### src/rtl/hans_cpu_pkg.sv
// Shared definitions for the hans_cpu core: datapath widths, FSM states,
// instruction field positions, opcode/func constants and immediate helpers.
package hans_cpu_pkg;

    localparam int DATA_W = 32;
    localparam int REG_AW = 5;

    typedef enum logic [1:0] {
        FETCH = 2'd0,
        EXEC  = 2'd1,
        MEM   = 2'd2
    } stateT;

    // Instruction field bit positions
    localparam int OP_HI  = 31;
    localparam int OP_LO  = 26;
    localparam int RD_HI  = 25;
    localparam int RD_LO  = 21;
    localparam int RA_HI  = 20;
    localparam int RA_LO  = 16;
    localparam int RB_HI  = 15;
    localparam int RB_LO  = 11;
    localparam int FN_HI  = 10;
    localparam int IMM_HI = 15;
    localparam int OFF_HI = 25;

    // Opcodes
    localparam logic [5:0] OP_RTYPE = 6'b000000;
    localparam logic [5:0] OP_JMP   = 6'b010000;
    localparam logic [5:0] OP_BEQ   = 6'b010010;
    localparam logic [5:0] OP_BNE   = 6'b010011;
    localparam logic [5:0] OP_ADDI  = 6'b100000;
    localparam logic [5:0] OP_LW    = 6'b101000;
    localparam logic [5:0] OP_SW    = 6'b101101;

    // R-type function codes
    localparam logic [10:0] FN_ADD = 11'd0;
    localparam logic [10:0] FN_SUB = 11'd1;
    localparam logic [10:0] FN_AND = 11'd2;
    localparam logic [10:0] FN_OR  = 11'd3;
    localparam logic [10:0] FN_XOR = 11'd4;
    localparam logic [10:0] FN_SLL = 11'd5;
    localparam logic [10:0] FN_SRL = 11'd6;
    localparam logic [10:0] FN_SRA = 11'd7;
    localparam logic [10:0] FN_SLT = 11'd8;

    function automatic logic signed [DATA_W-1:0] sext16(input logic [15:0] v);
        return {{16{v[15]}}, v};
    endfunction

    function automatic logic signed [DATA_W-1:0] sext26(input logic [25:0] v);
        return {{6{v[25]}}, v};
    endfunction

endpackage

### src/rtl/hans_regfile.sv
// 32 x 32-bit register file, two combinational read ports and one write port.
// r0 always reads zero and ignores writes.
module hans_regfile
    import hans_cpu_pkg::*;
(
    input  logic              Clock,
    input  logic              Reset,
    input  logic [REG_AW-1:0] readAddrA,
    input  logic [REG_AW-1:0] readAddrB,
    output logic [DATA_W-1:0] readDataA,
    output logic [DATA_W-1:0] readDataB,
    input  logic              writeEn,
    input  logic [REG_AW-1:0] writeAddr,
    input  logic [DATA_W-1:0] writeData
);

    logic [DATA_W-1:0] regs [32];

    // Register storage: cleared on reset, r0 never written
    always_ff @(posedge Clock or negedge Reset) begin
        if (!Reset) begin
            for (int i = 0; i < 32; i++) regs[i] <= '0;
        end else if (writeEn && (writeAddr != '0)) begin
            regs[writeAddr] <= writeData;
        end
    end

    assign readDataA = (readAddrA == '0) ? '0 : regs[readAddrA];
    assign readDataB = (readAddrB == '0) ? '0 : regs[readAddrB];

endmodule

### src/rtl/hans_cpu.sv
// hans_cpu: multi-cycle 32-bit load/store core. One instruction at a time
// through FETCH -> EXEC -> (MEM) using request/acknowledge memory ports.
module hans_cpu
    import hans_cpu_pkg::*;
(
    input  logic              Clock,
    input  logic              Reset,
    input  logic [DATA_W-1:0] Instruktion,
    input  logic              InstruktionGeladen,
    input  logic [DATA_W-1:0] DatenRein,
    input  logic              DatenGeladen,
    input  logic              DatenGespeichert,
    output logic [DATA_W-1:0] InstruktionAdresse,
    output logic              LeseInstruktion,
    output logic [DATA_W-1:0] DatenAdresse,
    output logic [DATA_W-1:0] DatenRaus,
    output logic              LeseDaten,
    output logic              SchreibeDaten
);

    stateT                    state;
    logic [DATA_W-1:0]        pc;
    logic [DATA_W-1:0]        instr;

    logic [5:0]               op;
    logic [REG_AW-1:0]        rd, ra, rb;
    logic [10:0]              func;
    logic signed [DATA_W-1:0] imm, off;

    logic [DATA_W-1:0]        valA, valB;
    logic signed [DATA_W-1:0] sA, sB;
    logic [DATA_W-1:0]        aluRes;
    logic                     aluWr;
    logic [DATA_W-1:0]        memAddr;

    logic                     wrEn;
    logic [DATA_W-1:0]        wrData;
    logic                     memDone;

    assign op   = instr[OP_HI:OP_LO];
    assign rd   = instr[RD_HI:RD_LO];
    assign ra   = instr[RA_HI:RA_LO];
    assign rb   = instr[RB_HI:RB_LO];
    assign func = instr[FN_HI:0];
    assign imm  = sext16(instr[IMM_HI:0]);
    assign off  = sext26(instr[OFF_HI:0]);

    assign sA      = valA;
    assign sB      = valB;
    assign memAddr = valA + imm;
    assign memDone = (LeseDaten && DatenGeladen) || (SchreibeDaten && DatenGespeichert);

    assign InstruktionAdresse = pc;

    // Port B serves rB for R-type and rD for branches and stores
    hans_regfile uRegs (
        .Clock     (Clock),
        .Reset     (Reset),
        .readAddrA (ra),
        .readAddrB ((op == OP_RTYPE) ? rb : rd),
        .readDataA (valA),
        .readDataB (valB),
        .writeEn   (wrEn),
        .writeAddr (rd),
        .writeData (wrData)
    );

    // Inline ALU for R-type operations; unknown func codes suppress the write
    always_comb begin
        aluRes = '0;
        aluWr  = 1'b1;
        case (func)
            FN_ADD:  aluRes = valA + valB;
            FN_SUB:  aluRes = valA - valB;
            FN_AND:  aluRes = valA & valB;
            FN_OR:   aluRes = valA | valB;
            FN_XOR:  aluRes = valA ^ valB;
            FN_SLL:  aluRes = valA << valB[4:0];
            FN_SRL:  aluRes = valA >> valB[4:0];
            FN_SRA:  aluRes = sA >>> valB[4:0];
            FN_SLT:  aluRes = {{(DATA_W-1){1'b0}}, (sA < sB)};
            default: aluWr  = 1'b0;
        endcase
    end

    // Register write selection: ALU/ADDI results in EXEC, load data on MEM completion
    always_comb begin
        wrEn   = 1'b0;
        wrData = aluRes;
        if (state == EXEC) begin
            if (op == OP_RTYPE) begin
                wrEn = aluWr;
            end else if (op == OP_ADDI) begin
                wrEn   = 1'b1;
                wrData = valA + imm;
            end
        end else if (state == MEM && LeseDaten && DatenGeladen) begin
            wrEn   = 1'b1;
            wrData = DatenRein;
        end
    end

    // Control FSM with registered memory-port outputs and PC update
    always_ff @(posedge Clock or negedge Reset) begin
        if (!Reset) begin
            state           <= FETCH;
            pc              <= '0;
            instr           <= '0;
            LeseInstruktion <= 1'b0;
            DatenAdresse    <= '0;
            DatenRaus       <= '0;
            LeseDaten       <= 1'b0;
            SchreibeDaten   <= 1'b0;
        end else begin
            case (state)
                FETCH: begin
                    LeseInstruktion <= 1'b1;
                    if (LeseInstruktion && InstruktionGeladen) begin
                        instr           <= Instruktion;
                        LeseInstruktion <= 1'b0;
                        state           <= EXEC;
                    end
                end
                EXEC: begin
                    state           <= FETCH;
                    LeseInstruktion <= 1'b1;
                    case (op)
                        OP_JMP: pc <= pc + off;
                        OP_BEQ: pc <= (valB == valA) ? pc + imm : pc + 32'd1;
                        OP_BNE: pc <= (valB != valA) ? pc + imm : pc + 32'd1;
                        OP_LW: begin
                            DatenAdresse    <= memAddr;
                            LeseDaten       <= 1'b1;
                            LeseInstruktion <= 1'b0;
                            state           <= MEM;
                        end
                        OP_SW: begin
                            DatenAdresse    <= memAddr;
                            DatenRaus       <= valB;
                            SchreibeDaten   <= 1'b1;
                            LeseInstruktion <= 1'b0;
                            state           <= MEM;
                        end
                        default: pc <= pc + 32'd1;
                    endcase
                end
                MEM: begin
                    if (memDone) begin
                        LeseDaten       <= 1'b0;
                        SchreibeDaten   <= 1'b0;
                        pc              <= pc + 32'd1;
                        LeseInstruktion <= 1'b1;
                        state           <= FETCH;
                    end
                end
                default: state <= FETCH;
            endcase
        end
    end

endmodule

### config.mk
export PLATFORM = sky130hd
export DESIGN_NAME = hans_cpu
export DESIGN_NICKNAME = d
export VERILOG_FILES = /design/src/rtl/hans_cpu_pkg.sv /design/src/rtl/hans_regfile.sv /design/src/rtl/hans_cpu.sv
export SDC_FILE = /design/constraint.sdc
export NUM_CORES = 2
export LEC_CHECK = 0
export ABC_AREA = 1
export BUFFER_PORTS_ARGS = -buffer_cell sky130_fd_sc_hd__clkbuf_2
export CELL_PAD_IN_SITES_DETAIL_PLACEMENT = 1
export CELL_PAD_IN_SITES_GLOBAL_PLACEMENT = 1
export CORE_MARGIN = 4
export CORE_UTILIZATION = 42
export DETAILED_ROUTE_END_ITERATION = 6
export GPL_ROUTABILITY_DRIVEN = 0
export PLACE_DENSITY_LB_ADDON = 0.1
export SLEW_MARGIN = 20
export SYNTH_ARGS = -nofsm -noshare
export SYNTH_HDL_FRONTEND = slang
export SYNTH_SLANG_ARGS = --single-unit
export TNS_END_PERCENT = 20
### constraint.sdc
create_clock -name Clock -period 5.4 [get_ports Clock]
set_input_delay 0.54 -clock Clock [delete_from_list [all_inputs] [get_ports Clock]]
set_output_delay 0.54 -clock Clock [all_outputs]
set_load 0.005 [all_outputs]
=== Yosys cells after proc, flatten, opt, wreduce, memory -nomap -nowiden ===
Cells that the tools add are included.
W data, S select, Z words.

* Logic and storage cells: 149
* Register bits after elaboration: 1157
* Bits of input ports: 69
* Output and inout port bits: 99

* Add/sub/neg operators: 6
* Bitwise operators: 6
* Magnitude comparators: 5
* Equality and inequality tests: 23
* Muxes and demuxes: 40
* Shift-type cells: 3
* Reduce and logical (&&, ||, !) cells: 26

{| class="wikitable"
|+ Operator list
! kind !! count
|-
| $bwmux W1024 || 1
|-
| $mux W32 || 14
|-
| $bmux W32 S5 || 2
|-
| $pmux W32 S9 || 1
|-
| $demux W32 S5 || 1
|-
| $add A32 B32 Y32 || 4
|-
| $pmux W32 S4 || 1
|-
| $pmux W32 S2 || 1
|-
| $eq A11 B3 Y1 const B || 4
|-
| $add A32 B1 Y32 const B || 1
|-
| $and A32 B32 Y32 || 1
|-
| $eq A32 B32 Y1 || 1
|-
| $lt A32 B32 Y1 || 1
|-
| $ne A32 B32 Y1 || 1
|-
| $or A32 B32 Y32 || 1
|-
| $shl A32 B5 Y32 || 1
|-
| $shr A32 B5 Y32 || 1
|-
| $sshr A32 B5 Y32 || 1
|-
| $sub A32 B32 Y32 || 1
|-
| $xor A32 B32 Y32 || 1
|-
| $eq A11 B2 Y1 const B || 2
|-
| $eq A6 B5 Y1 const B || 3
|-
| $eq A6 B6 Y1 const B || 3
|-
| $ge A6 B6 Y1 const B || 3
|-
| other kinds (27) || 58
|}

=== Depth between registers and ports, before layout ===
* Word-level depth: 13
* Gate-level depth with buffers: 43

=== By module ===
A second synthesis with hierarchy kept.

* Cells, all modules: 12339
* Area, all modules: 79242.2 µm²

{| class="wikitable"
|+ By module, submodules not included
! module !! sequential area each (µm²) !! area each (µm²) !! cells an instance !! instances
|-
| hans_regfile || 25624.6 || 56745.7 || 8321 || 1
|-
| hans_cpu || 3328.2 || 22496.6 || 4018 || 1
|}

=== Worst setup path after synthesis ===
No wires, ideal clock.

* Kind: reg2reg
* From: register instr[27]
* To: register uRegs.regs[382] (netlist name)
* Data required time: 5.283 ns
* Path slack: 0.087 ns
* Stages on the path, launching flop included: 38
* Path buffers: 9
* Library setup time: 0.117 ns
* Arrival time: 5.196 ns
* Cells stage by stage: dfrtp_1 nor2_4 nand3_2 buf_6 nand2_2 nand2_4 buf_6 buf_6 buf_4 buf_2 clkbuf_1 clkbuf_1 a21oi_1 o311ai_0 a21oi_1 a21oi_1 nand2_1 ha_1 (+2 left out) inv_1 nor4_1 nand3_1 nand3_1 nand3_1 o311ai_0 a21o_1 nand3_1 nand2_1 xor2_1 nor2_1 nor2_1 nand3_1 nand2_1 nand2_2 buf_6 nand2_1 nand2_1

* Cells in the longest elaborated chain, start to end: 13
* Elaborated cells on any way between the ends: 27

{| class="wikitable"
|+ RTL lines
! what !! line !! RTL
|-
| from (decl) || hans_cpu.sv:23 || <nowiki>logic [DATA_W-1:0] instr;</nowiki>
|-
| from (signal assigned) || hans_cpu.sv:119 || <nowiki>instr <= Instruktion;</nowiki>
|-
| $logic_not A6 Y1 || hans_cpu.sv:60, hans_cpu.sv:91 ||
|-
| $mux W5 || hans_cpu.sv:60 || <nowiki>.readAddrB ((op == OP_RTYPE) ? rb : rd),</nowiki>
|-
| $not A5 Y6 (implied by the code) || hans_regfile.sv:29 || <nowiki>assign readDataB = (readAddrB == '0) ? '0 : regs[readAddrB];</nowiki>
|-
| $bmux W32 S5 || hans_regfile.sv:29 ||
|-
| $mux W32 (implied by the code) (2 in a row) || hans_regfile.sv:29 ||
|-
| $mux W32 || hans_regfile.sv:29 ||
|-
| $sub A32 B32 Y32 (tied with other cells) || hans_cpu.sv:74 || <nowiki>FN_SUB: aluRes = valA - valB;</nowiki>
|-
| $pmux W32 S9 || hans_cpu.sv:72 || <nowiki>case (func)</nowiki>
|-
| $mux W32 || hans_cpu.sv:93 || <nowiki>end else if (op == OP_ADDI) begin</nowiki>
|-
| $mux W32 || hans_cpu.sv:91 || <nowiki>if (op == OP_RTYPE) begin</nowiki>
|-
| $mux W32 || hans_cpu.sv:90 || <nowiki>if (state == EXEC) begin</nowiki>
|-
| $bwmux W1024 || hans_regfile.sv:24 || <nowiki>regs[writeAddr] <= writeData;</nowiki>
|-
| to (signal, indexed assignment) || hans_regfile.sv:24 ||
|-
| to (decl) || hans_regfile.sv:17 || <nowiki>logic [DATA_W-1:0] regs [32];</nowiki>
|}

Several ways; a longest one is shown, not always the timed one. The select of a mux whose other input is x is not followed.
A chain may end at the register's enable or synchronous reset.

=== Final worst setup path ===
* From: register instr[16]
* To: register uRegs.regs[305] (netlist name)

* Cells in the longest elaborated chain, start to end: 11
* Elaborated cells on any way between the ends: 21

{| class="wikitable"
|+ RTL lines
! what !! line !! RTL
|-
| $not A5 Y6 (implied by the code) || hans_regfile.sv:28 || <nowiki>assign readDataA = (readAddrA == '0) ? '0 : regs[readAddrA];</nowiki>
|-
| $bmux W32 S5 || hans_regfile.sv:28 ||
|-
| $mux W32 (implied by the code) (2 in a row) || hans_regfile.sv:28 ||
|-
| $mux W32 (*) || hans_regfile.sv:28 ||
|-
| $sub A32 B32 Y32 (tied with other cells) || hans_cpu.sv:74 ||
|-
| $pmux W32 S9 || hans_cpu.sv:72 ||
|-
| $mux W32 || hans_cpu.sv:93 ||
|-
| $mux W32 || hans_cpu.sv:91 ||
|-
| $mux W32 (*) || hans_cpu.sv:90 ||
|-
| $bwmux W1024 (*) || hans_regfile.sv:24 ||
|}

Mark *: on every way between the ends. The rest lies on a longest branch, timed or not. The select of a mux whose other input is x is not followed.

==> run summary <==
The met2 usage in global routing was 0.673. The largest individual stage delay along the critical path comes from the cell dfrtp_4. Setup repair after global routing could not meet its margin everywhere.

The setup path with the least slack is of type reg2reg. For the highest ir drop seen on vdd, the log shows 257 uV. The H-tree generated during clock tree synthesis spans 4 levels.

CTS placed an instance of clkbuf_16 at the clock tree root. The area share of and/or/nand/nor cells after synthesis came out at 0.382. For the detailed-placement wirelength estimate, the log shows 292,000 um. After synthesis the netlist holds a flip-flop and latch count of 1,157. The most common cell type on the critical path is nand2_1. After detailed routing, the average wire length per cell comes to 29.0 um.

The run finished, with violations left. For this block, the routed nets add up to 437,000 um of wire. Time the worst path needs with I/O delays and setup: 6070 ps. After synthesis, the mean cell area works out to 6.56 sq um.

The post-synthesis async set-or-reset flop share was 1.00; the routed via count divided by cell count was 6.34. The area share of the largest cell type after synthesis came out at 0.374. Number of antenna violations at the first check in global routing: 20. The fraction of final layout cells sized beyond drive strength 1 came out at 0.157. The logs give 0.104 for the global routing met3 resource utilization and 0.374 for the portion of the post-synthesis area used by sequential elements.

The relative slew slack is 0.147. The flip-flop cell with the highest count after synthesis was dfrtp_1. When the netlist entered floorplanning its net count stood at 12,100. STA puts the critical path data arrival time at 6760 ps.

Synthesis produced 11,800 cells. The detail route stage leaves a number of antenna-violating nets equal to 0. In this run the most used layer during global routing was met2. Clock tree synthesis inserted a total of 142 buffers.

For the register-to-register setup slack, the log shows -670 ps. During placement, the flow inserted port buffers numbering 167. Overall die width: 438 um. The floorplan step defined a die boundary enclosing 191,000 sq um. After synthesis, the cell types taking the most area are dfrtp_1 (37%), nand2_1 (23%), nand3_1 (9.6%).

The logs give 0 for the final-report hold violation count and 0.551 for the met1 track demand over resource in global routing. Dividing total power by cell area gives a power density of 200 nW/um^2. The floorplan has 157 rows. For this run the aggregate overflow at the end of global routing stands at 0. The worst setup path is launched from a flop. The net count of the finished layout is 12,700. The run gives 0 as the final count of pins violating max slew.

On the worst path, the slowest cell contributes a delay of 560 ps. The post-route core utilization is 0.525, and the number of global-route vias before repair is 96,500. The first global-routing pass estimated 638,000 um of wire. The type of the worst min-delay path was in2reg. Multiplexer area fraction after synthesis: 0.00160. Summing internal, switching and leakage power gives 19.2 mW. The clock passes through at most 3 buffers. The slew at the pin with the worst max-slew slack is 1280 ps, and the number of setup violations in the final report is 877. The post-synthesis share of cell area spent on xor and xnor gates was 0.00667.

The number of maximum-capacitance violations came out at 0. Summing over every cut layer, the via total after detailed routing is 95,500. The growth of design area from synthesis to finish is 24.3%, and the clock sink count is 1,157. The tools report the final worst slack as -673 ps.

Entering global routing, the biggest net connects 126 pins. Leaving out fill and tap cells, the most frequent cell in the layout is nand2_1. The core region is 183,000 sq um.

The largest total area in the synthesized netlist belongs to dfrtp_1. The die height is 438 um. The adder-cell share of the synthesized area was 0.0303; the number of synthesized flops with an enable pin was 0. The synthesis warning total came out at 0.

The netlist area before placement was 77,500 sq um; the top-level port count was 168. The clock-pin slew on the worst setup and hold paths was 60 ps. The top cell types in the final layout, fill and taps aside, are nand2_1 (4,726), nand3_1 (1,464), dfrtp_1 (1,152). The tools report the worst slack at placement as -949 ps. The checks that failed: DRC, setup timing.

The overall fraction of global-route tracks in use is 0.441. The DRC violation count after routing was 6. For the first-pass iteration count of the detailed router, the log shows 7.

The complex-gate fraction of the synthesized area works out to 0.132. STA puts the critical path data required time at 6080 ps. The netlist uses 64 different library cells. After synthesis, the largest family of logic cells by area is simple AND/OR/NAND/NOR gates. On the final layout, the worst clock skew is 47.6 ps.

Summed over all cells, the static leakage comes to 49.9 nW. For the initial core utilization, the log shows 0.423. The endpoint type of the worst setup path is a flop. The clock reaches the later pin of the worst-skew pair after 830 ps.

Of all nets on the critical path, the largest fanout is 18. TritonCTS built the clock tree. The run gives 0.165 GHz as the fmax.

The detailed router's first-iteration violation count is 11,900, and the share of the cycle needed by the critical path after routing is 1.12.
-- timing repair --
item                                    4_1_cts  5_1_grt
endpoints found under the setup margin      818     1035
hold buffers                                 18        0
resized for setup                           233      125
cloned                                       19        8
setup buffers                                19       21
endpoints found under the hold margin        99        0
pin swaps                                    28       50
-- state kept, by name, indices dropped and copies added (netlist names) --
name	count
uRegs.regs	1024
DatenAdresse	32
DatenRaus	32
InstruktionAdresse	32
instr	32
state	2
LeseDaten	1
LeseInstruktion	1
SchreibeDaten	1
-- path summary, 6_finish.rpt --
kind,depth (start not counted),start,to
max in group asynchronous,3,Reset,uRegs.regs[599]
min in group asynchronous,2,Reset,uRegs.regs[53]
max,40,instr[16],uRegs.regs[305]
min reg2reg,0,uRegs.regs[997],uRegs.regs[997]
max reg2reg,40,instr[16],uRegs.regs[305]
min,2,Instruktion[12],instr[12]
-- per-layer routing --
metal | share of wire | wire (um) | up-vias
li1 | - | - | 40100
met1 | 0.37 | 163000 | 47200
met2 | 0.43 | 189000 | 6283
met3 | 0.11 | 48600 | 1896
met4 | 0.084 | 36800 | 10
met5 | 0.00016 | 69 | -
-- cell families (layout without fill, tap and decap cells) --
| kind of cell | Yosys count | after routing |
|---|---|---|
| buffers and inverters | 1386 | 2171 |
| DFF | 1157 | 1157 |
| and+or+nand+nor | 7252 | 7253 |
| xor gates and xnor gates | 59 | 59 |
| AOI/OAI and AO/OA | 1759 | 1759 |
| muxes | 11 | 11 |
| other | 0 | 10 |
| adders and majority gates | 185 | 185 |
-- where the power goes --
group	internal [mW]	switching, mW
Sequential	8.67	0
Combinational	0.0438	0.208
Clock	6.04	4.29
-- critical path: cells and delay by family, from the launching register on --
kind | cells | cell delay, ps
simple gates | 19 | 1850
buf+inv | 13 | 2010
fa+ha+maj | 1 | 280
flops | 1 | 560
compound gates | 7 | 1230
-- synthesized netlist by cell type (40+ instances only) --
cell and n:
nor2_1 811, xor2_1 45, o211ai_1 111, o21ai_1 46, o221ai_1 193, ha_1 181
buf_1 76, buf_2 163, dfrtp_1 1157, nand3_1 1491, inv_1 468, o22ai_1 45
nand2_1 4769, o21ai_0 783, clkbuf_1 597, buf_4 40, a21oi_1 441
-- layout make-up --
cell class                      count  area [sq um]
Timing Repair inverter              1          8.76
Timing Repair Buffer             1420         13200
Fill cell                       23700         87000
Sequential cell                  1157         29000
Clock buffer                      203          4110
Inverter                          494          1910
Clock inverter                     53           787
Multi-Input combinational cell   9267         44200
Antenna cell                       10          25.0
Tap cell                         2464          3080
-- metrics by stage --
step	instance area (sq um)	hold slack [ps]	std cells	TNS, ps
after floorplan	77500	244	11800	0
after global placement	88700	387	14700	-334780
after detailed placement	88800	392	14700	-427570
after CTS	95500	9.04	15000	-152020
after global routing	96300	31.9	15100	-491090
final	96300	47.6	15100	-320210
(Power assumes the default switching activity.)
